<file path="src/rtl/packet_demux_1to2_pkg.sv">
// Shared defaults and port-select encodings for the 1-to-2 packet demultiplexer.
package packet_demux_1to2_pkg;

  localparam int unsigned DEFAULT_DATA_WIDTH = 8;
  localparam int unsigned DEFAULT_FIFO_DEPTH = 4;

  localparam logic PORT_A = 1'b0;
  localparam logic PORT_B = 1'b1;

endpackage

</file>
<file path="src/rtl/packet_demux_1to2_sync_fifo.sv">
// Single-clock FIFO with occupancy count; a write to a full queue is allowed
// only when a read frees a slot in the same cycle.
module sync_fifo
  import packet_demux_1to2_pkg::*;
#(
  parameter int unsigned DATA_WIDTH = DEFAULT_DATA_WIDTH,
  parameter int unsigned FIFO_DEPTH = DEFAULT_FIFO_DEPTH
) (
  input  logic                          clk,
  input  logic                          rst,
  input  logic                          wr_en,
  input  logic [DATA_WIDTH-1:0]         wr_data,
  output logic                          full,
  input  logic                          rd_en,
  output logic [DATA_WIDTH-1:0]         rd_data,
  output logic                          empty,
  output logic [$clog2(FIFO_DEPTH):0]   count
);

  localparam int unsigned PW = (FIFO_DEPTH > 1) ? $clog2(FIFO_DEPTH) : 1;
  localparam int unsigned CW = $clog2(FIFO_DEPTH) + 1;

  logic [DATA_WIDTH-1:0] mem [FIFO_DEPTH];
  logic [PW-1:0]         wptr;
  logic [PW-1:0]         rptr;
  logic                  do_wr;
  logic                  do_rd;

  assign full  = (count == CW'(FIFO_DEPTH));
  assign empty = (count == '0);
  assign do_rd = rd_en && !empty;
  assign do_wr = wr_en && (!full || do_rd);

  // Gating on empty gives a zero head word out of reset without clearing the array.
  assign rd_data = empty ? '0 : mem[rptr];

  always_ff @(posedge clk) begin
    if (do_wr && !rst) begin
      mem[wptr] <= wr_data;
    end
  end

  always_ff @(posedge clk) begin
    if (rst) begin
      wptr  <= '0;
      rptr  <= '0;
      count <= '0;
    end else begin
      if (do_wr) begin
        wptr <= wptr + PW'(1);
      end
      if (do_rd) begin
        rptr <= rptr + PW'(1);
      end
      case ({do_wr, do_rd})
        2'b10:   count <= count + CW'(1);
        2'b01:   count <= count - CW'(1);
        default: count <= count;
      endcase
    end
  end

endmodule

</file>
<file path="src/rtl/packet_demux_1to2.sv">
// Steers each inbound word to one of two independent output queues by in_sel.
module packet_demux_1to2
  import packet_demux_1to2_pkg::*;
#(
  parameter int unsigned DATA_WIDTH = DEFAULT_DATA_WIDTH,
  parameter int unsigned FIFO_DEPTH = DEFAULT_FIFO_DEPTH
) (
  input  logic                          clk,
  input  logic                          rst,
  input  logic [DATA_WIDTH-1:0]         in_data,
  input  logic                          in_sel,
  input  logic                          in_valid,
  output logic                          in_ready,
  output logic [DATA_WIDTH-1:0]         a_data,
  output logic                          a_valid,
  input  logic                          a_ready,
  output logic [DATA_WIDTH-1:0]         b_data,
  output logic                          b_valid,
  input  logic                          b_ready,
  output logic [$clog2(FIFO_DEPTH):0]   a_count,
  output logic [$clog2(FIFO_DEPTH):0]   b_count
);

  logic a_full;
  logic a_empty;
  logic b_full;
  logic b_empty;
  logic sel_b;
  logic a_push;
  logic b_push;

  assign sel_b = (in_sel == PORT_B);

  // A full queue still accepts when its consumer pops in the same cycle.
  assign in_ready = sel_b ? (!b_full || b_ready) : (!a_full || a_ready);

  assign a_push  = in_valid && in_ready && !sel_b;
  assign b_push  = in_valid && in_ready &&  sel_b;
  assign a_valid = !a_empty;
  assign b_valid = !b_empty;

  sync_fifo #(
    .DATA_WIDTH (DATA_WIDTH),
    .FIFO_DEPTH (FIFO_DEPTH)
  ) u_fifo_a (
    .clk     (clk),
    .rst     (rst),
    .wr_en   (a_push),
    .wr_data (in_data),
    .full    (a_full),
    .rd_en   (a_ready),
    .rd_data (a_data),
    .empty   (a_empty),
    .count   (a_count)
  );

  sync_fifo #(
    .DATA_WIDTH (DATA_WIDTH),
    .FIFO_DEPTH (FIFO_DEPTH)
  ) u_fifo_b (
    .clk     (clk),
    .rst     (rst),
    .wr_en   (b_push),
    .wr_data (in_data),
    .full    (b_full),
    .rd_en   (b_ready),
    .rd_data (b_data),
    .empty   (b_empty),
    .count   (b_count)
  );

endmodule
</file>
<file path="config.mk">
export PLATFORM = sky130hd
export DESIGN_NAME = packet_demux_1to2
export DESIGN_NICKNAME = d
export VERILOG_FILES = /design/src/rtl/packet_demux_1to2_pkg.sv /design/src/rtl/packet_demux_1to2_sync_fifo.sv /design/src/rtl/packet_demux_1to2.sv
export SDC_FILE = /design/constraint.sdc
export NUM_CORES = 1
export LEC_CHECK = 0
export CAP_MARGIN = 30
export CELL_PAD_IN_SITES_DETAIL_PLACEMENT = 0
export CELL_PAD_IN_SITES_GLOBAL_PLACEMENT = 1
export CORE_ASPECT_RATIO = 0.75
export CORE_MARGIN = 2
export CORE_UTILIZATION = 32
export DETAILED_ROUTE_END_ITERATION = 12
export PLACE_DENSITY = 0.64
export SYNTH_ARGS = -nofsm -noshare
export SYNTH_HDL_FRONTEND = slang
export SYNTH_HIERARCHICAL = 1
export SYNTH_SLANG_ARGS = --single-unit
</file>
<file path="constraint.sdc">
create_clock -name clk -period 2.55 [get_ports clk]
set_input_delay 0.6375 -clock clk [delete_from_list [all_inputs] [get_ports clk]]
set_output_delay 0.6375 -clock clk [all_outputs]
set_load 0.02 [all_outputs]
</file>
Word level (Yosys, flattened, before mapping)
Memory sizes are Yosys's and may differ from the RTL's. A register that Yosys moved wholly into a read port is not among the register bits.
Cells that the tools add are included.

word-level totals
  register bits = 14
  RAM bits = 64
  input port bits = 14
  output and inout port bits = 25
  word-level logic and storage cells = 58
  memories = 2

operators by class
  add/sub/neg operators = 8
  equal/unequal tests = 6
  mux-type cells = 13
  reduce and logical (&&, ||, !) cells = 23

memory list
  name          words  bits a word  rd ports  clocked after memory_dff  wr ports  line                               RTL
  u_fifo_a.mem  4      8            1         1                         1         packet_demux_1to2_sync_fifo.sv:23  logic [DATA_WIDTH-1:0] mem [FIFO_DEPTH];
  u_fifo_b.mem  4      8            1         1                         1         packet_demux_1to2_sync_fifo.sv:23

operator list
  operator                                              number
  2-to-1 mux 8 bit                                      2
  one-hot mux 3 bit (2 select lines)                    2
  logical AND 1 bit                                     9
  adder 2 x 1 -> 2 bit (second input constant)          4
  2-to-1 mux 2 bit                                      4
  adder 3 x 1 -> 3 bit (second input constant)          2
  equality test 3 bit (second input constant)           2
  zero test 1 bit                                       6
  zero test 3 bit                                       2
  subtractor 3 x 1 -> 3 bit (second input constant)     2
  2-to-1 mux 1 bit                                      5
  equality test 2 x 1 -> 1 bit (second input constant)  2
  equality test 2 bit (second input constant)           2
  logical OR 1 bit                                      4
  nonzero test 2 bit                                    2

Logic depth before layout (Yosys ltp)
Gate-level depths: netlist of the first run.

  depth in word-level cells = 10
  depth in mapped cells = 12

By module
Netlist of the first run, hierarchy kept.

by module, submodules not included
  module             times used  cells an instance  area an instance (um^2)
  sync_fifo          2           116                1831.8
  packet_demux_1to2  1           9                  52.6

Worst setup path before layout of the first run
No wires, ideal clock.

  path kind = reg2reg
  from = register u_fifo_a.count[0]
  to = register u_fifo_a.count[1]
  setup time = 0.086 ns
  arrival = 2.273 ns
  slack = 0.190 ns
  stages on the path, launching flop included = 13
  buffers on the path = 2
  cell sequence = dfxtp_1 > buf_4 > nor2_1 > and2_1 > nor2b_1 > nor3b_2 > buf_6 > inv_2 > nand2b_1 > fa_1 > inv_1 > o2111ai_1 > a221oi_2

on the way
  longest elaborated chain between the ends = 9
  elaborated cells on any way between the ends = 17
  classes of those cells = add/sub: 2; eq/ne: 3; mux: 2; reduce/logical: 10

ends and longest elaborated chain
  what                                                                             line                               RTL
  start: declaration                                                               packet_demux_1to2_sync_fifo.sv:17  output logic [$clog2(FIFO_DEPTH):0] count
  start signal: assignment                                                         packet_demux_1to2_sync_fifo.sv:56  2'b10: count <= count + CW'(1);
  start signal: assignment                                                         packet_demux_1to2_sync_fifo.sv:57  2'b01: count <= count - CW'(1);
  start signal: assignment                                                         packet_demux_1to2_sync_fifo.sv:58  default: count <= count;
  equality test 3 bit *                                                            packet_demux_1to2_sync_fifo.sv:29  assign full = (count == CW'(FIFO_DEPTH));
  via a_full                                                                       packet_demux_1to2.sv:24            logic a_full;
  zero test 1 bit *                                                                packet_demux_1to2.sv:35            assign in_ready = sel_b ? (!b_full || b_ready) : (!a_full || a_ready);
  logical OR 1 bit *                                                               packet_demux_1to2.sv:35
  2-to-1 mux 1 bit *                                                               packet_demux_1to2.sv:35
  logical AND 1 bit * (2 in a row)                                                 packet_demux_1to2.sv:37            assign a_push = in_valid && in_ready && !sel_b;
  via a_push                                                                       packet_demux_1to2.sv:29            logic a_push;
  logical AND 1 bit *                                                              packet_demux_1to2_sync_fifo.sv:32  assign do_wr = wr_en && (!full || do_rd);
  equality test 2 x 1 -> 1 bit / equality test 2 bit (equally long branches)       packet_demux_1to2_sync_fifo.sv:55  case ({do_wr, do_rd})
  one-hot mux 3 bit (2 select lines) / nonzero test 2 bit (equally long branches)  --

Mark *: on every way through the listed nets, which the timed path passes. The rest lies on a longest branch.
A chain may end at the register's enable or synchronous reset.

==> metrics.md, run 1 <==
| Metric | Value |
|---|---|
| Status | finished, final reports clean |
| Post-Syn Area per Cell | 15.4 sq um |
| Hold Buf Count CTS | 0 |
| Post-DP Area | 4530 sq um |
| Syn. warnings | 6 |
| DRT met1 WL | 3390 microns |
| Worst Tran Pin Value | 0.410 ns |
| Yosys top cell by area | edfxtp_1 |
| Largest net degree at the start of global routing | 15 |
| Slowest cell on crit path | mux4_2 |
| IO Port Bufs | 38 |
| WP buf/inv | 2 |
| Crit Path Max Fanout | 8 |
| Number of detailed-route iterations in the first pass | 4 |
| WL per Instance | 14.8 microns |
| Post-synthesis sequential area ratio | 61.4% |
| Worst skew pair latency | 0.33 ns |
| Total grt overflow | 0 |
| Clk buf depth | 2 |
| Final setup violation count | 0 |
| Critical R2R Capture | u_fifo_a/count[1] |
| Starting Density | 32.5% |
| Post-synth top cells | edfxtp_1, dfxtp_1, nor2b_1 |
| CTS buffer count | 9 |
| Post-DP HPWL | 4720 microns |
| Post-route DRC | 0 |
| Via count | 2092 |
| Uppermost layer routed | met4 |
| Final ANT Viol Nets | 0 |
| Synthesized area | 3720 sq um |
| Met2 WL | 2980 microns |
| Largest cells by area after synthesis | edfxtp_1, dfxtp_1, mux4_2, nor2b_1, ha_1 |
| Initial antenna violation count | 0 |
| Pre-CTS setup slack | -0.0830 ns |
| Worst-path clk slew | 0.06 ns |
| Ratio of final minimum period to clock period | 96.0% |
| Slew headroom | 72.4% |
| I/O Pins | 39 |
| Die H | 97.3 microns |
| CP Capture Point | a_data[3] |
| Post-CTS Setup Bufs | 0 |
| Reg2reg start | u_fifo_a/count[1] |
| Core area | 11400 sq um |
| Nature of the critical path endpoint | primary output |
| RSZ-0062 raised after global routing | no |
| Post-synth EDFFs | 64 |
| Fmax achieved | 408 MHz |
| Diodes inserted | 0 |
| Family with the most delay on the worst path | multiplexers |
| CP Depth | 4 |
| Final WS setup | 0.101 ns |
| Max incr delay on CP | 0.52 ns |
| Cell variety after synth | 39 |
| Post-cts resize count | 17 |
| Crit path DAT | 1.81 ns |
| Die Wd | 128 microns |
| Number of max-cap violations | 0 |
| Share of layout cells above drive strength 1 | 26.0% |
| # H-tree levels | 3 |
| Vias in the first global route | 2039 |
| Crit-path cells | buf_12, mux4_2, nor2b_1, dlygate4sd2_1 |
| Startpoint types | flip-flop |
| Tightest Hold Check Type | flip-flop to flip-flop |
| Critical Path RT | 1.91 ns |
| Rows | 34 |
| Met3 wire length | 275 microns |
| Cells after synthesis | 241 |
| Routability Congestion | 0.708 |
| Final Util | 42.1% |
| Final net count | 331 |
| First-pass GRT wire length | 10700 microns |
| Top cell type's share of synthesized area | 51.7% |
| CTS sink count | 82 |
| Clock skew | 0.00639 ns |
| Peak VDD IR | 333 uV |
| Syn_nets | 265 |
| Vias/cell | 4.60 |
| Post-synthesis async set-or-reset flop share | 0% |
| CTS tree | yes |
| Final hold violation count | 0 |
| Fin crit period | 2.45 ns |
| Die footprint | 12500 sq um |
| Layout area overhead | 29.8% |
| Leading cell type by number of instances after synthesis | edfxtp_1 |
| Flop-to-flop setup slack | 0.49 ns |
| Layout fillers | 1048 |
| Crit Path Class | flip-flop to primary output |
| All-layer global routing usage | 11.6% |
| Cell area power density | 670 nW/um^2 |
| Hold slack | 0.529 ns |
| Final instance area | 4820 sq um |
| Static leakage | 1.70 nW |
| Initial DRC Count | 85 |
| Most used flip-flop cell after synthesis | edfxtp_1 |
| DRT Wirelength | 6730 microns |
| FF+latch count, synth | 82 |
| Cells on worst reg2reg path | 10 |
| Root Buffer Master | clkbuf_16 |
| Final Max Tran Viols | 0 |
==> layout make-up <==
cell class              instances  area [sq um]  area share (%)
flip-flops and latches         82          2280            47.3
multi-input cells             128          1250            26.0
repair buffers                 71           732            15.2
clock buffers                   9           225            4.67
well taps                     144           180            3.74
clock inverters                 6          91.3            1.89
inverters                      15          56.3            1.17
==> stage by stage <==
| stage | setup TNS, ns | power (W) | instances |
|---|---|---|---|
| after global routing | 0 | 0.00336 | 455 |
| final | 0 | 0.00323 | 455 |
| after detailed placement | -0.426 | 0.00193 | 440 |
| after global placement | -1.59 | 0.00192 | 440 |
| after floorplan | 0 | 0.00174 | 241 |
| after CTS | 0 | 0.00328 | 455 |
==> report_power, final <==
part	internal [W]	total, W	switching [W]
clock	0.000856	0.00136	0.000502
sequential	0.00147	0.00149	0.0000189
combinational	0.000192	0.000386	0.000193
total	0.00252	0.00323	0.000714
==> worst min-delay path, cell delays in order (launching register included) <==
cell	delay, ns
dfxtp_1	0.34
o21ai_1	0.08
a21oi_1	0.07
==> per-layer routing <==
layer / track usage (%) / up-vias
met4: 4.56 / 0
met5: 0 / -
li1: - / 1031
met2: 17.0 / 36
met3: 3.58 / 5
met1: 15.9 / 1020
==> cells by family after synthesis <==
group / count (synthesis) / share of synthesized area, %
adder cells (fa/ha/maj): 10 / 3.77
flip-flops: 82 / 61.4
AND/OR/NAND/NOR: 66 / 12.2
buffers and inverters: 31 / 4.82
XOR/XNOR: 8 / 2.29
multiplexers: 16 / 9.70
AO/OA/AOI/OAI: 28 / 5.82
==> sequential cells by signal (all words and copies together) (netlist names), named ones only <==
register	count
u_fifo_b/wptr	2
u_fifo_b/count	3
u_fifo_b/rptr	2
u_fifo_a/count	3
u_fifo_a/wptr	2
u_fifo_a/rptr	2
u_fifo_a/mem	32
u_fifo_b/mem	32
==> cells in the final DEF, fill, tap and decap left out, drive strengths merged <==
cell / Yosys / layout
xor2: 8 / 8
clkdlybuf4s50: 0 / 21
edfxtp: 64 / 64
and2: 10 / 10
o211ai: 2 / 2
or3: 4 / 4
a21oi: 5 / 5
nand3: 4 / 4
dfxtp: 18 / 18
dlygate4sd2: 0 / 17
nor3b: 2 / 2
inv: 15 / 16
nor4b: 2 / 2
nor2b: 17 / 17
a221oi: 2 / 2
nand2: 1 / 1
nor2: 12 / 12
buf: 12 / 33
nand3b: 4 / 4
clkbuf: 4 / 9
o31ai: 4 / 4
ha: 8 / 8
o21bai: 2 / 2
fa: 2 / 2
clkinv: 0 / 3
nor3: 4 / 4
mux4: 16 / 16
or2: 2 / 2
o311ai: 2 / 2
a31oi: 3 / 3
bufinv: 0 / 2
o2111ai: 4 / 4
nand2b: 4 / 4
o21ai: 4 / 4
==> worst min path at each step <==
| stage | from | end | slack (ns) | depth (start not counted) |
|---|---|---|---|---|
| detailed placement | u_fifo_a/wptr[1] | u_fifo_a/wptr[1] | 0.52 | 2 |
| floorplan | u_fifo_a/rptr[1] | flip-flop | 0.48 | 2 |
| global route | u_fifo_a/wptr[1] | u_fifo_a/wptr[1] | 0.57 | 2 |
| finish | u_fifo_a/wptr[1] | u_fifo_a/wptr[1] | 0.53 | 2 |
| CTS | u_fifo_a/wptr[1] | u_fifo_a/wptr[1] | 0.53 | 2 |
| global placement | u_fifo_b/rptr[0] | u_fifo_b/rptr[0] | 0.52 | 2 |
No activity file was read; power rests on OpenSTA's default activity.
==> inputs of run 2 (changes only) <==
--- a/config.mk
+++ b/config.mk
@@ -13,6 +13,8 @@
 export CORE_UTILIZATION = 32
 export DETAILED_ROUTE_END_ITERATION = 12
 export PLACE_DENSITY = 0.64
+export SETUP_SLACK_MARGIN = 0.15
+export SLEW_MARGIN = 20
 export SYNTH_ARGS = -nofsm -noshare
 export SYNTH_HDL_FRONTEND = slang
 export SYNTH_HIERARCHICAL = 1
==> metrics.md, run 2 (synthesis gave the netlist of run 1 again) <==
| Metric | Value |
|---|---|
| Final hold violation count | 0 (unchanged) |
| Reg2reg start | u_fifo_a/count[1] |
| Starting Density | 32.5% (unchanged) |
| RSZ-0062 raised after global routing | no |
| Tightest Hold Check Type | flip-flop to flip-flop |
| Post-CTS Setup Bufs | 0 (unchanged) |
| Biggest regs | u_fifo_a/mem x32, u_fifo_b/mem x32 |
| All-layer global routing usage | 11.5% (-0.024 points) |
| Ratio of final minimum period to clock period | 91.7% (-4.4 points) |
| Die H | 97.3 microns (unchanged) |
| Number of detailed-route iterations in the first pass | 4 (unchanged) |
| Flop-to-flop setup slack | 0.49 ns (about the same) |
| Largest net degree at the start of global routing | 15 (unchanged) |
| CTS sink count | 82 (unchanged) |
| Final setup violation count | 0 (unchanged) |
| Hold Crit Start | u_fifo_a/wptr[1] |
| Critical R2R Capture | u_fifo_a/count[1] |
| Placed Instances | 440 (unchanged) |
| Crit path DAT | 1.70 ns (-0.11 ns) |
| Fmax achieved | 428 MHz (+4.8%) |
| Internal Power | 0.00251 W (-0.18%) |
| Slew headroom | 72.4% (unchanged) |
| Hold Buf Count CTS | 0 (unchanged) |
| Crit Path Class | flip-flop to primary output |
| Rows | 34 (unchanged) |
| Die Wd | 128 microns (unchanged) |
| Commonest non-fill, non-tap cell in the layout | edfxtp_1 |
| Clock power share | 42.1% (about the same) |
| Routability Congestion | 0.708 (unchanged) |
| Total grt overflow | 0 (unchanged) |
| Crit Path Max Fanout | 8 (unchanged) |
| Register share of total power | 46.1% (about the same) |
| Hold Path Stages | 2 (unchanged) |
| Vias in the first global route | 2027 (-0.59%) |
| Status | finished, final reports clean |
| Startpoint types | flip-flop |
| Most frequent cells in the layout | edfxtp_1, buf_4, clkdlybuf4s50_1 |
| Max incr delay on CP | 0.48 ns (-0.04 ns) |
| Clock skew | 0.00638 ns (-0.000000610 ns) |
| Initial DRC Count | 85 (unchanged) |
| Final Max Tran Viols | 0 (unchanged) |
| First-pass GRT wire length | 10700 microns (-0.25%) |
| Nature of the critical path endpoint | primary output |
| Cell Count, Final, Fillers Out | 455 (unchanged) |
| Final Util | 41.7% (-0.39 points) |
| Slowest cell on crit path | mux4_2 |
| Final ANT Viol Nets | 0 (unchanged) |
| Die footprint | 12500 sq um (unchanged) |
| Hold endpoint | u_fifo_a/wptr[1] |
| Post-DP HPWL | 4720 microns (unchanged) |
| Share of layout cells above drive strength 1 | 32.2% (+6.1 points) |
| Layout area overhead | 28.6% |
| Vias/cell | 4.57 (-0.53%) |
| CTS tree | yes |
| Pre-CTS setup slack | -0.0830 ns (unchanged) |
| Layout fillers | 1046 (-0.19%) |
| Logic pwr share | 11.8% (about the same) |
| Final net count | 331 (unchanged) |
| Clk buf depth | 2 (unchanged) |
| Final WS setup | 0.212 ns (+0.111 ns) |
| I/O Pins | 39 (unchanged) |
| Cells on worst reg2reg path | 10 (unchanged) |
| Post-route DRC | 0 (unchanged) |
| Via count | 2081 (-0.53%) |
| WL per Instance | 14.8 microns (about the same) |
| Worst Tran Pin Value | 0.410 ns (+0.000000238 ns) |
| Worst skew pair latency | 0.33 ns (about the same) |
| IO Port Bufs | 38 (unchanged) |
| Peak VDD IR | 333 uV (about the same) |
| Core area | 11400 sq um (unchanged) |
| Number of max-cap violations | 0 (unchanged) |
| Fin crit period | 2.34 ns (-0.111 ns) |
| Cell area power density | 676 nW/um^2 (+0.84%) |
| Critical Path RT | 1.91 ns (about the same) |
| Initial antenna violation count | 0 (unchanged) |
| Worst-path clk slew | 0.06 ns (about the same) |
| CTS buffer count | 9 (unchanged) |
| Switching power | 0.000715 W (+0.19%) |
| Diodes inserted | 0 (unchanged) |
| Static leakage | 1.66 nW (-2.0%) |
| Crit-path cells | buf_12, mux4_2, nor2b_1, clkdlybuf4s15_1 |
| # H-tree levels | 3 (unchanged) |
| Switching portion of total power | 22.2% (+0.064 points) |
| Root Buffer Master | clkbuf_16 |
| DRT Wirelength | 6740 microns (about the same) |
[run 2: cell count changes in the layout (fill, tap and decap cells not counted)]
cell             change
dlygate4sd2_1       -16
clkbuf_2            +13
dfxtp_1              -3
dfxtp_2              +3
buf_2                +2
a21oi_1              -1
a21oi_2              +1
clkdlybuf4s15_1      +1
clkdlybuf4s50_1      -1
dlymetal6s2s_1       +1
[run 2: per-layer routing]
metal | vias up | wire [microns] | global-route usage, %
met5 | - | 0 | 0
met4 | 0 | 78 | 4.56
met3 | 5 | 262 | 3.58
met2 | 34 | 3000 | 16.9
met1 | 1011 | 3390 | 15.9
li1 | 1031 | - | -
[run 2: worst max path at each step]
stage	startpoint	to	slack, ns	depth (start not counted)
floorplan	u_fifo_a/count[0]	u_fifo_a/count[1]	0.19	12
global placement	in_sel	in_ready	-0.06	4
detailed placement	in_sel	in_ready	-0.08	4
CTS	flip-flop	a_data[3]	0.1	4
global route	flip-flop	b_data[2]	0.15	4
finish	flip-flop	b_data[2]	0.21	4
[run 2: final cells by class]
type / instances / area [sq um] / share of cell area, %
clock inverters: 6 / 91.3 / 1.91
clock buffers: 9 / 225 / 4.71
well taps: 144 / 180 / 3.77
repair buffers: 71 / 679 / 14.2
flip-flops and latches: 82 / 2290 / 47.9
inverters: 15 / 56.3 / 1.18
multi-input cells: 128 / 1260 / 26.3
[run 2: worst max-delay path: cells and delay by family, from the launching register on]
kind | cells | cell delay [ns]
buffers and inverters | 2 | 0.42
flip-flops | 1 | 0.34
multiplexers | 1 | 0.48
AND/OR/NAND/NOR | 1 | 0.14
[run 2: power by group through the flow]
stage / clock network (W) / registers, W / logic [W]
2_1_floorplan: 0 / 0.00151 / 0.000230
3_3_place_gp: 0 / 0.00152 / 0.000405
4_1_cts: 0.00139 / 0.00149 / 0.000399
6_report: 0.00136 / 0.00149 / 0.000382
3_5_place_dp: 0 / 0.00152 / 0.000410
5_1_grt: 0.00145 / 0.00149 / 0.000419
[run 2: repair_timing]
action | 4_1_cts | 5_1_grt
endpoints found under the setup margin | 17 | 19
pin swaps | 0 | 0
gates resized for setup | 32 | 23
hold endpoints to repair | 0 | 0
[run 2: stage by stage]
stage          power [W]  instance area, sq um  hold WS (ns)  TNS (ns)
4_1_cts          0.00328                  4840         0.529         0
3_5_place_dp     0.00193                  4530         0.520    -0.426
3_3_place_gp     0.00192                  4530         0.515     -1.59
5_1_grt          0.00336                  4780         0.571         0
2_1_floorplan    0.00174                  3720         0.485         0
6_report         0.00323                  4780         0.529         0
